==> config.mk <==
export PLATFORM = sky130hd
export DESIGN_NAME = game_ctrl
export DESIGN_NICKNAME = d
export VERILOG_FILES = /design/src/rtl/game_pkg.sv /design/src/rtl/game_ctrl_score_counter.sv /design/src/rtl/game_ctrl.sv
export SDC_FILE = /design/constraint.sdc
export NUM_CORES = 1
export LEC_CHECK = 0
export CAP_MARGIN = 20
export CORE_MARGIN = 10
export CORE_UTILIZATION = 40
export CTS_BUF_LIST = sky130_fd_sc_hd__clkbuf_4
export DETAILED_ROUTE_END_ITERATION = 8
export PLACE_DENSITY = 0.68
export RECOVER_POWER = 25
export SYNTH_ARGS = -nofsm -noshare
export SYNTH_HDL_FRONTEND = slang
export SYNTH_SLANG_ARGS = --single-unit
export TNS_END_PERCENT = 10
==> constraint.sdc <==
create_clock -name clk -period 8.6 [get_ports clk]
set_input_delay 1.29 -clock clk [delete_from_list [all_inputs] [get_ports clk]]
set_output_delay 1.29 -clock clk [all_outputs]
set_load 0.1 [all_outputs]
==> src/rtl/game_pkg.sv <==
// Shared game-flow types and playfield geometry constants.
// Used by the game controller, its score counter and the playfield renderer.
// Geometry constants are sized to the 11-bit tube x-position bus.
package game_pkg;

    typedef enum logic [1:0] {
        IDLE = 2'b00,
        PLAY = 2'b01,
        DEAD = 2'b10
    } game_state_t;

    localparam int NUM_TUBES = 3;
    localparam int X_W       = 11;
    localparam int SCORE_W   = 10;

    // Bird left edge; also the line a tube's right edge must reach to score.
    localparam logic [X_W-1:0] BIRD_X     = 11'd200;
    localparam logic [X_W-1:0] TUBE_WIDTH = 11'd120;
    // Tube x positions at or beyond this are off-screen / inactive.
    localparam logic [X_W-1:0] H_ACTIVE   = 11'd1024;

endpackage

==> src/rtl/game_ctrl_score_counter.sv <==
// Score counter: per-tube passed flags, cleared-tube adder, saturating score, best score.
// Latency: score/score_pulse update the cycle after a scoring frame; best the cycle after a crash.
// Backpressure: none; enables come from the game-flow controller.
// Ports: clear (new game), score_en (scoring frame in PLAY), latch_best (crash),
//        tube_x (tube left edges), score/best (binary), score_pulse (one cycle per increment).
module score_counter
    import game_pkg::*;
#(
    parameter int SCORE_MAX = 999
) (
    input  logic                             clk,
    input  logic                             rst_n,
    input  logic                             clear,
    input  logic                             score_en,
    input  logic                             latch_best,
    input  logic [NUM_TUBES-1:0][X_W-1:0]    tube_x,
    output logic [SCORE_W-1:0]               score,
    output logic [SCORE_W-1:0]               best,
    output logic                             score_pulse
);

    localparam logic [11:0] SAT = 12'(SCORE_MAX);

    logic [NUM_TUBES-1:0] passed;
    logic [NUM_TUBES-1:0] passed_nxt;
    logic [1:0]           n_cleared;
    logic [11:0]          right_edge [NUM_TUBES];
    logic [11:0]          sum;
    logic [SCORE_W-1:0]   score_sat;

    always_comb begin
        passed_nxt = passed;
        n_cleared  = '0;
        for (int i = 0; i < NUM_TUBES; i++) begin
            // 12-bit right edge so a tube near x=2047 cannot wrap below BIRD_X.
            right_edge[i] = {1'b0, tube_x[i]} + {1'b0, TUBE_WIDTH};
            if (right_edge[i] <= {1'b0, BIRD_X} && tube_x[i] < H_ACTIVE && !passed[i]) begin
                passed_nxt[i] = 1'b1;
                n_cleared     = n_cleared + 2'd1;
            end
            // A tube back at/right of the bird, or parked off-screen, has respawned.
            if (tube_x[i] >= BIRD_X || tube_x[i] >= H_ACTIVE) begin
                passed_nxt[i] = 1'b0;
            end
        end
        sum       = {2'b00, score} + {10'd0, n_cleared};
        score_sat = (sum > SAT) ? SAT[SCORE_W-1:0] : sum[SCORE_W-1:0];
    end

    always_ff @(posedge clk or negedge rst_n) begin
        if (!rst_n) begin
            passed      <= '0;
            score       <= '0;
            best        <= '0;
            score_pulse <= 1'b0;
        end else begin
            score_pulse <= 1'b0;
            if (clear) begin
                passed <= '0;
                score  <= '0;
            end else if (score_en) begin
                passed      <= passed_nxt;
                score       <= score_sat;
                // Pulse even when saturated so the HUD still sees the event.
                score_pulse <= (n_cleared != 2'd0);
            end
            if (latch_best && score > best) begin
                best <= score;
            end
        end
    end

endmodule

==> src/rtl/game_ctrl.sv <==
// Game-flow controller: IDLE -> PLAY -> DEAD -> IDLE, owns playfield reset/freeze and jump gating.
// Latency: state, game_rst, freeze, score outputs registered (1 cycle); mouse_left_game combinational.
// Backpressure: none; DEAD ignores clicks until DEAD_FRAMES frame ticks have elapsed.
// Ports: clk, rst_n, frame_tick, mouse_left, collision, tube_x in;
//        game_rst, freeze, mouse_left_game, state, score, best, score_pulse out.
module game_ctrl
    import game_pkg::*;
#(
    parameter int DEAD_FRAMES = 60,
    parameter int SCORE_MAX   = 999
) (
    input  logic                             clk,
    input  logic                             rst_n,
    input  logic                             frame_tick,
    input  logic                             mouse_left,
    input  logic                             collision,
    input  logic [NUM_TUBES-1:0][X_W-1:0]    tube_x,
    output logic                             game_rst,
    output logic                             freeze,
    output logic                             mouse_left_game,
    output logic [1:0]                       state,
    output logic [SCORE_W-1:0]               score,
    output logic [SCORE_W-1:0]               best,
    output logic                             score_pulse
);

    localparam int              CNT_W    = $clog2(DEAD_FRAMES + 1);
    localparam logic [CNT_W-1:0] DEAD_LIM = CNT_W'(DEAD_FRAMES);

    game_state_t      state_q;
    game_state_t      state_nxt;
    logic             mouse_q;
    logic             click;
    logic [CNT_W-1:0] dead_cnt;

    assign click = mouse_left & ~mouse_q;

    always_comb begin
        state_nxt = state_q;
        case (state_q)
            IDLE: if (click) state_nxt = PLAY;
            PLAY: if (collision) state_nxt = DEAD;
            // Compares the registered count, so a click on the tick that
            // reaches the limit is still discarded.
            DEAD: if (click && dead_cnt == DEAD_LIM) state_nxt = IDLE;
            default: state_nxt = IDLE;
        endcase
    end

    always_ff @(posedge clk or negedge rst_n) begin
        if (!rst_n) begin
            state_q  <= IDLE;
            game_rst <= 1'b1;
            freeze   <= 1'b0;
            mouse_q  <= 1'b0;
            dead_cnt <= '0;
        end else begin
            state_q  <= state_nxt;
            // Decoded from next state so they line up with the state output.
            game_rst <= (state_nxt == IDLE);
            freeze   <= (state_nxt == DEAD);
            mouse_q  <= mouse_left;
            if (state_q == PLAY && collision) begin
                dead_cnt <= '0;
            end else if (state_q == DEAD && frame_tick && dead_cnt < DEAD_LIM) begin
                dead_cnt <= dead_cnt + CNT_W'(1);
            end
        end
    end

    assign state           = state_q;
    assign mouse_left_game = mouse_left & (state_q == PLAY);

    // Collision beats a scoring tick: no increment, best sees the pre-tick score.
    score_counter #(
        .SCORE_MAX (SCORE_MAX)
    ) u_score (
        .clk         (clk),
        .rst_n       (rst_n),
        .clear       (state_q == IDLE && click),
        .score_en    (state_q == PLAY && frame_tick && !collision),
        .latch_best  (state_q == PLAY && collision),
        .tube_x      (tube_x),
        .score       (score),
        .best        (best),
        .score_pulse (score_pulse)
    );

endmodule
Word level (Yosys, flattened, before mapping)
Index checks and enable logic that the tools add are counted.
{"block": "op_classes", "addsub": 7, "bitwise_logic": 3, "eq_ne": 4, "n_reduce_logical": 32, "n_mux": 22, "n_lt_le_gt_ge": 15}
{"cell": "adder 11 x 7 -> 12 bit (second input constant)", "n": 3}
{"cell": "<= comparator 12 x 8 -> 1 bit (second input constant)", "n": 3}
{"cell": "greater-or-equal comparator 11 bit (second input constant)", "n": 3}
{"cell": "greater-or-equal comparator 11 x 8 -> 1 bit (second input constant)", "n": 3}
{"cell": "< comparator 11 bit (second input constant)", "n": 3}
{"cell": "2-to-1 mux 10 bit", "n": 3}
{"cell": "logical AND 1 bit", "n": 14}
{"cell": "greater-than comparator 12 x 10 -> 1 bit (second input constant)", "n": 1}
{"cell": "2-to-1 mux 6 bit", "n": 2}
{"cell": "adder 10 x 2 -> 11 bit", "n": 1}
{"cell": "greater-than comparator 10 bit", "n": 1}
{"cell": "2-to-1 mux 2 bit", "n": 5}
{"cell": "2-to-1 mux 1 bit", "n": 9}
{"cell": "nonzero test 3 bit", "n": 3}
{"cell": "adder 6 x 1 -> 6 bit (second input constant)", "n": 1}
{"cell": "== test 6 bit (second input constant)", "n": 1}
{"cell": "< comparator 6 bit (second input constant)", "n": 1}
{"cell": "2-to-1 mux 3 bit", "n": 2}
{"cell": "one-hot mux 2 bit (3 select lines)", "n": 1}
{"cell": "AND reduction 2 bit", "n": 3}
{"cell": "nonzero test 2 bit", "n": 3}
{"cell": "== test 2 bit (second input constant)", "n": 2}
{"cell": "zero test 1 bit", "n": 4}
{"cell": "zero test 2 bit", "n": 2}
{"cell": "6 further kinds", "n": 9}
{"block": "totals", "word_cells": 94, "out_inout_bits": 26, "register_bits": 35}

Longest topological paths before layout
{"block": "depth", "ltp_word": 14, "mapped_depth": 16, "ltp_nobuf": 16}

Modules after synthesis
Synthesis repeated with hierarchy kept, for this count alone.
{"block": "unflattened", "cells_unflattened": 342, "hier_area_um2": 2902.8}
{"module": "score_counter", "area_per_inst_um2": 2316.0, "seq_area_each_um2": 600.6, "cells_each": 285, "instances": 1}
{"module": "game_ctrl", "area_per_inst_um2": 586.8, "seq_area_each_um2": 276.5, "cells_each": 57, "instances": 1}

Worst setup path after synthesis
Ideal clock, no wire load.
{"block": "synth_path", "path_type": "input to register", "startpoint": "input tube_x[3] in the netlist's numbering", "endpoint": "register u_score.score[2]", "cell_stages": 15, "setup_ns": 0.091, "setup_slack_ns": 3.743, "arrival_time_ns": 4.766, "n_path_buf": 0, "required_ns": 8.509, "path_cell_list": "inv_1 ha_1 or4_4 a211oi_2 o21bai_1 and3_1 or4_1 ha_1 mux2i_1 fa_1 nand3_1 or4_1 a22oi_2 a22oi_1 o221ai_1"}
{"block": "synth_between", "elab_chain_cells": 14}
{"item": "start: declaration", "line": "game_ctrl.sv:17", "source": "input logic [NUM_TUBES-1:0][X_W-1:0] tube_x,"}
{"item": "adder 11 x 7 -> 12 bit", "line": "game_ctrl_score_counter.sv:36", "source": "right_edge[i] = {1'b0, tube_x[i]} + {1'b0, TUBE_WIDTH};"}
{"item": "<= comparator 12 x 8 -> 1 bit", "line": "game_ctrl_score_counter.sv:37", "source": "if (right_edge[i] <= {1'b0, BIRD_X} && tube_x[i] < H_ACTIVE && !passed[i]) begin"}
{"item": "logical AND 1 bit (*) (2 in series)", "line": "game_ctrl_score_counter.sv:37"}
{"item": "2-to-1 mux 1 bit (*)", "line": "game_ctrl_score_counter.sv:37"}
{"item": "adder 1 x 1 -> 2 bit", "line": "game_ctrl_score_counter.sv:39", "source": "n_cleared = n_cleared + 2'd1;"}
{"item": "2-to-1 mux 2 bit (*)", "line": "game_ctrl_score_counter.sv:37"}
{"item": "adder 2 x 1 -> 2 bit", "line": "game_ctrl_score_counter.sv:39"}
{"item": "2-to-1 mux 2 bit (*)", "line": "game_ctrl_score_counter.sv:37"}
{"item": "adder 10 x 2 -> 11 bit (*)", "line": "game_ctrl_score_counter.sv:46", "source": "sum = {2'b00, score} + {10'd0, n_cleared};"}
{"item": "greater-than comparator 12 x 10 -> 1 bit", "line": "game_ctrl_score_counter.sv:47", "source": "score_sat = (sum > SAT) ? SAT[SCORE_W-1:0] : sum[SCORE_W-1:0];"}
{"item": "2-to-1 mux 10 bit (*)", "line": "game_ctrl_score_counter.sv:47"}
{"item": "2-to-1 mux 10 bit (*)", "line": "game_ctrl_score_counter.sv:61", "source": "end else if (score_en) begin"}
{"item": "2-to-1 mux 10 bit (*)", "line": "game_ctrl_score_counter.sv:58", "source": "if (clear) begin"}
{"item": "end signal: assignment", "line": "game_ctrl_score_counter.sv:63", "source": "score <= score_sat;"}
{"item": "end: declaration", "line": "game_ctrl_score_counter.sv:17", "source": "output logic [SCORE_W-1:0] score,"}
Mark *: on every way between the ends. The rest lies on a longest branch, timed or not. The select of a mux whose other input is x is not followed.
A chain may end at the register's enable or synchronous reset.

Final worst setup path
Same ends and word-level chain as after synthesis.

==> flow_metrics.tcl <==
set metrics [dict create \
    status "complete, but fails checks" \
    violations "capacitance limit, slew limit" \
    start_kind "primary input" \
    grt_max_degree 36 \
    num_io_pins 64 \
    ys_async_sr_fraction_pct 100 \
    rr_endpoint "u_score.score[2]" \
    yosys.area_share.simple_pct 24.7 \
    ir_worst_vdd_mv 0.166 \
    relSlewSlack_pct -28.9 \
    layout.nets 415 \
    pre_cts_slack_ns 2.81 \
    endpoint_kind "register" \
    n_fill_cell 578 \
    post_cts_buffers 0 \
    hold_buffers 0 \
    die_h_um 101 \
    ys.flop_type "dfrtp_1" \
    clock_path_buffers 2 \
    root_buffer "clkbuf_4" \
    initial_utilization_pct 41.1 \
    layout_setup_ws_ns 3.11 \
    maxCapViolations 1 \
    slew_violations 36 \
    setup_violations 0 \
    cp.arrival_ns 5.75 \
    yosysWarnings 0 \
    layout_common_cells "clkdlybuf4s50_1 (61), dfrtp_1 (34), nor2_1 (27)" \
    grt_pass1_wl_um 10900 \
    rsz0062_at_grt "false" \
    core-area_um2 6350 \
    rows 29 \
    clkSinkCount 35 \
    viasPerCell 5.58 \
    h-tree-depth 2 \
    p_leak_nw 1.45 \
    cp_slowest_cell "clkdlybuf4s50_1" \
    dp_hpwl_um 5010 \
    wirelength_um 6410 \
    die_w_um 101 \
    synth_xor_area_share_pct 2.35 \
    first_global_vias 2386 \
    critical_path.endpoint "u_score.score[2]" \
    fin_crit_sh_pct 63.9 \
    synth-compound-area-share_pct 17.0 \
    synth_edf_count 0 \
    worst_pin_slew_ns 1.93 \
    critical_path_class "primary input to register" \
    worstSetupPathDepth 17 \
    drt-initial-drc-count 136 \
    worst_path_most_repeated_cell "ha_1" \
    crit_chain "clkdlybuf4s50_1 -> inv_1 -> ha_1 -> or4_4 -> a211oi_2 -> o21bai_1 -> and3_1 -> nor4_1 -> ha_1 -> xnor2_1 -> ha_1 -> fa_1 -> nand3_1 -> or4_1 -> a22oi_2 -> a22oi_1 -> o221ai_1" \
    routedWlPerCell_um 14.8 \
    crit_family "simple AND/OR/NAND/NOR gates" \
    hp-class "register to register" \
    gr-usage-all-layers_pct 12.7 \
    yosysSeqAreaShare_pct 33.6 \
    fin_skew_ns 0.00737 \
    syn_area_per_cell_um2 9.00 \
    route.detailed.drc 0 \
    port_buffers 63 \
    ff2ff_path_depth 10 \
    drive_above_1_share_pct 8.45 \
    setup_tns_ns 0 \
    layout_commonest_cell "clkdlybuf4s50_1" \
    drtPass1Iterations 4 \
    design.die.area_um2 10200 \
    synth_nets 351 \
    muxShareOfSynthArea_pct 6.62 \
    vias 2412 \
    ant_nets 0 \
    power_density_nw_per_um2 179 \
    synth_top_family_by_area "simple AND/OR/NAND/NOR gates" \
    diodes 0 \
    critPathRequiredTime_ns 8.86 \
    critical_path.startpoint "tube_x[3]" \
    crit_buf_inv 2 \
    gp_congestion 0.837 \
    cts_tree "built" \
    ys_ff_latch 35 \
    postCtsResizedCells 0 \
    timing.rr.start "u_score.passed[0]" \
    synth_cell_types 59 \
    cts_inserted_buffers 5 \
    syn_inst 290 \
    min_period_ns 5.49 \
    antenna_found_initial 0 \
    r2r_slack_ns 5.44 \
    netlist_area_um2 2610 \
    fmax_ghz 0.182 \
    final_hold_viol_count 0 \
    clk_latency_ns 0.34 \
    clk_pin_slew_ns 0.11 \
    area_growth_pct 29.5 \
    min_from "dead_cnt[5]" \
    synthAdderAreaFrac_pct 11.3 \
    overflow 0 \
    cpPeakStageDelay_ns 0.59 \
    crit_fanout 7 \
]
worst register-to-register path: cells and delay by family, from the launching register on:
| kind | cells | cell delay, ns |
|---|---|---|
| flip-flops | 1 | 0.41 |
| AND/OR/NAND/NOR | 3 | 0.96 |
| AO/OA/AOI/OAI | 3 | 0.67 |
| XOR/XNOR | 1 | 0.19 |
| adder cells (fa/ha/maj) | 3 | 0.85 |
through the flow:
stage / utilization (%) / std cells / power [mW] / hold slack, ns / instance area (um^2)
floorplan: - / 290 / 0.428 / 0.463 / 2610
global placement: 52.2 / 423 / 0.512 / 0.493 / 3320
detailed placement: 52.2 / 423 / 0.515 / 0.501 / 3320
CTS: 53.1 / 431 / 0.613 / 0.528 / 3370
global route: 53.2 / 432 / 0.644 / 0.573 / 3380
finish: 53.2 / 432 / 0.606 / 0.530 / 3380
where the power goes:
part	switching [mW]	internal, mW
logic	0.202	0.0915
clock network	0.0593	0.0347
registers	0.0282	0.190
total	0.290	0.316
cell type report:
| class | count | area, um^2 | share of cell area, % |
|---|---|---|---|
| clock buffer | 6 | 45.0 | 1.33 |
| clock inverter | 2 | 12.5 | 0.370 |
| inverter | 22 | 82.6 | 2.44 |
| multi-input combinational | 225 | 1620 | 48.0 |
| sequential | 35 | 877 | 26.0 |
| tap | 77 | 96.3 | 2.85 |
| timing repair buffer | 65 | 642 | 19.0 |
metal layers:
metal | vias to the layer above | GRT usage (%) | part of all wire, %
met5 | - | 0 | 0
met4 | 0 | 3.59 | 1.1
met3 | 5 | 4.05 | 7.1
met2 | 66 | 21.0 | 46
met1 | 1145 | 15.4 | 46
li1 | 1196 | - | -
cell usage after synthesis, drive strengths merged (7+ instances only):
| cell | n | area share, % |
|---|---|---|
| dfrtp | 34 | 33 |
| nor2 | 27 | 3.9 |
| ha | 22 | 11 |
| inv | 22 | 3.2 |
| nand2 | 17 | 2.4 |
| o21ai | 16 | 3.1 |
| a21oi | 12 | 2.3 |
| mux2 | 10 | 4.3 |
| nand3 | 10 | 1.9 |
| a31oi | 7 | 2.3 |
| nand4 | 7 | 1.7 |
| nor3 | 7 | 1.3 |
flip-flops by register name, summed over array words and instances (netlist names):
register             count
u_score.best            10
u_score.score           10
dead_cnt                 6
u_score.passed           3
state                    2
freeze                   1
game_rst                 1
mouse_q                  1
u_score.score_pulse      1
worst min-delay path by stage:
stage	depth (start not counted)	slack, ns	endpoint
CTS	2	0.53	dead_cnt[5]
global placement	2	0.49	dead_cnt[5]
global route	2	0.57	dead_cnt[5]
detailed placement	2	0.50	dead_cnt[5]
finish	2	0.53	dead_cnt[5]
floorplan	2	0.46	dead_cnt[5]
kinds of logic after synthesis:
family	count (synthesis)
DFF	35
xor gates and xnor gates	7
buffers and inverters	30
AOI/OAI and AO/OA	62
adders and majority gates	23
and+or+nand+nor	117
muxes	16
(Power assumes the default switching activity.)
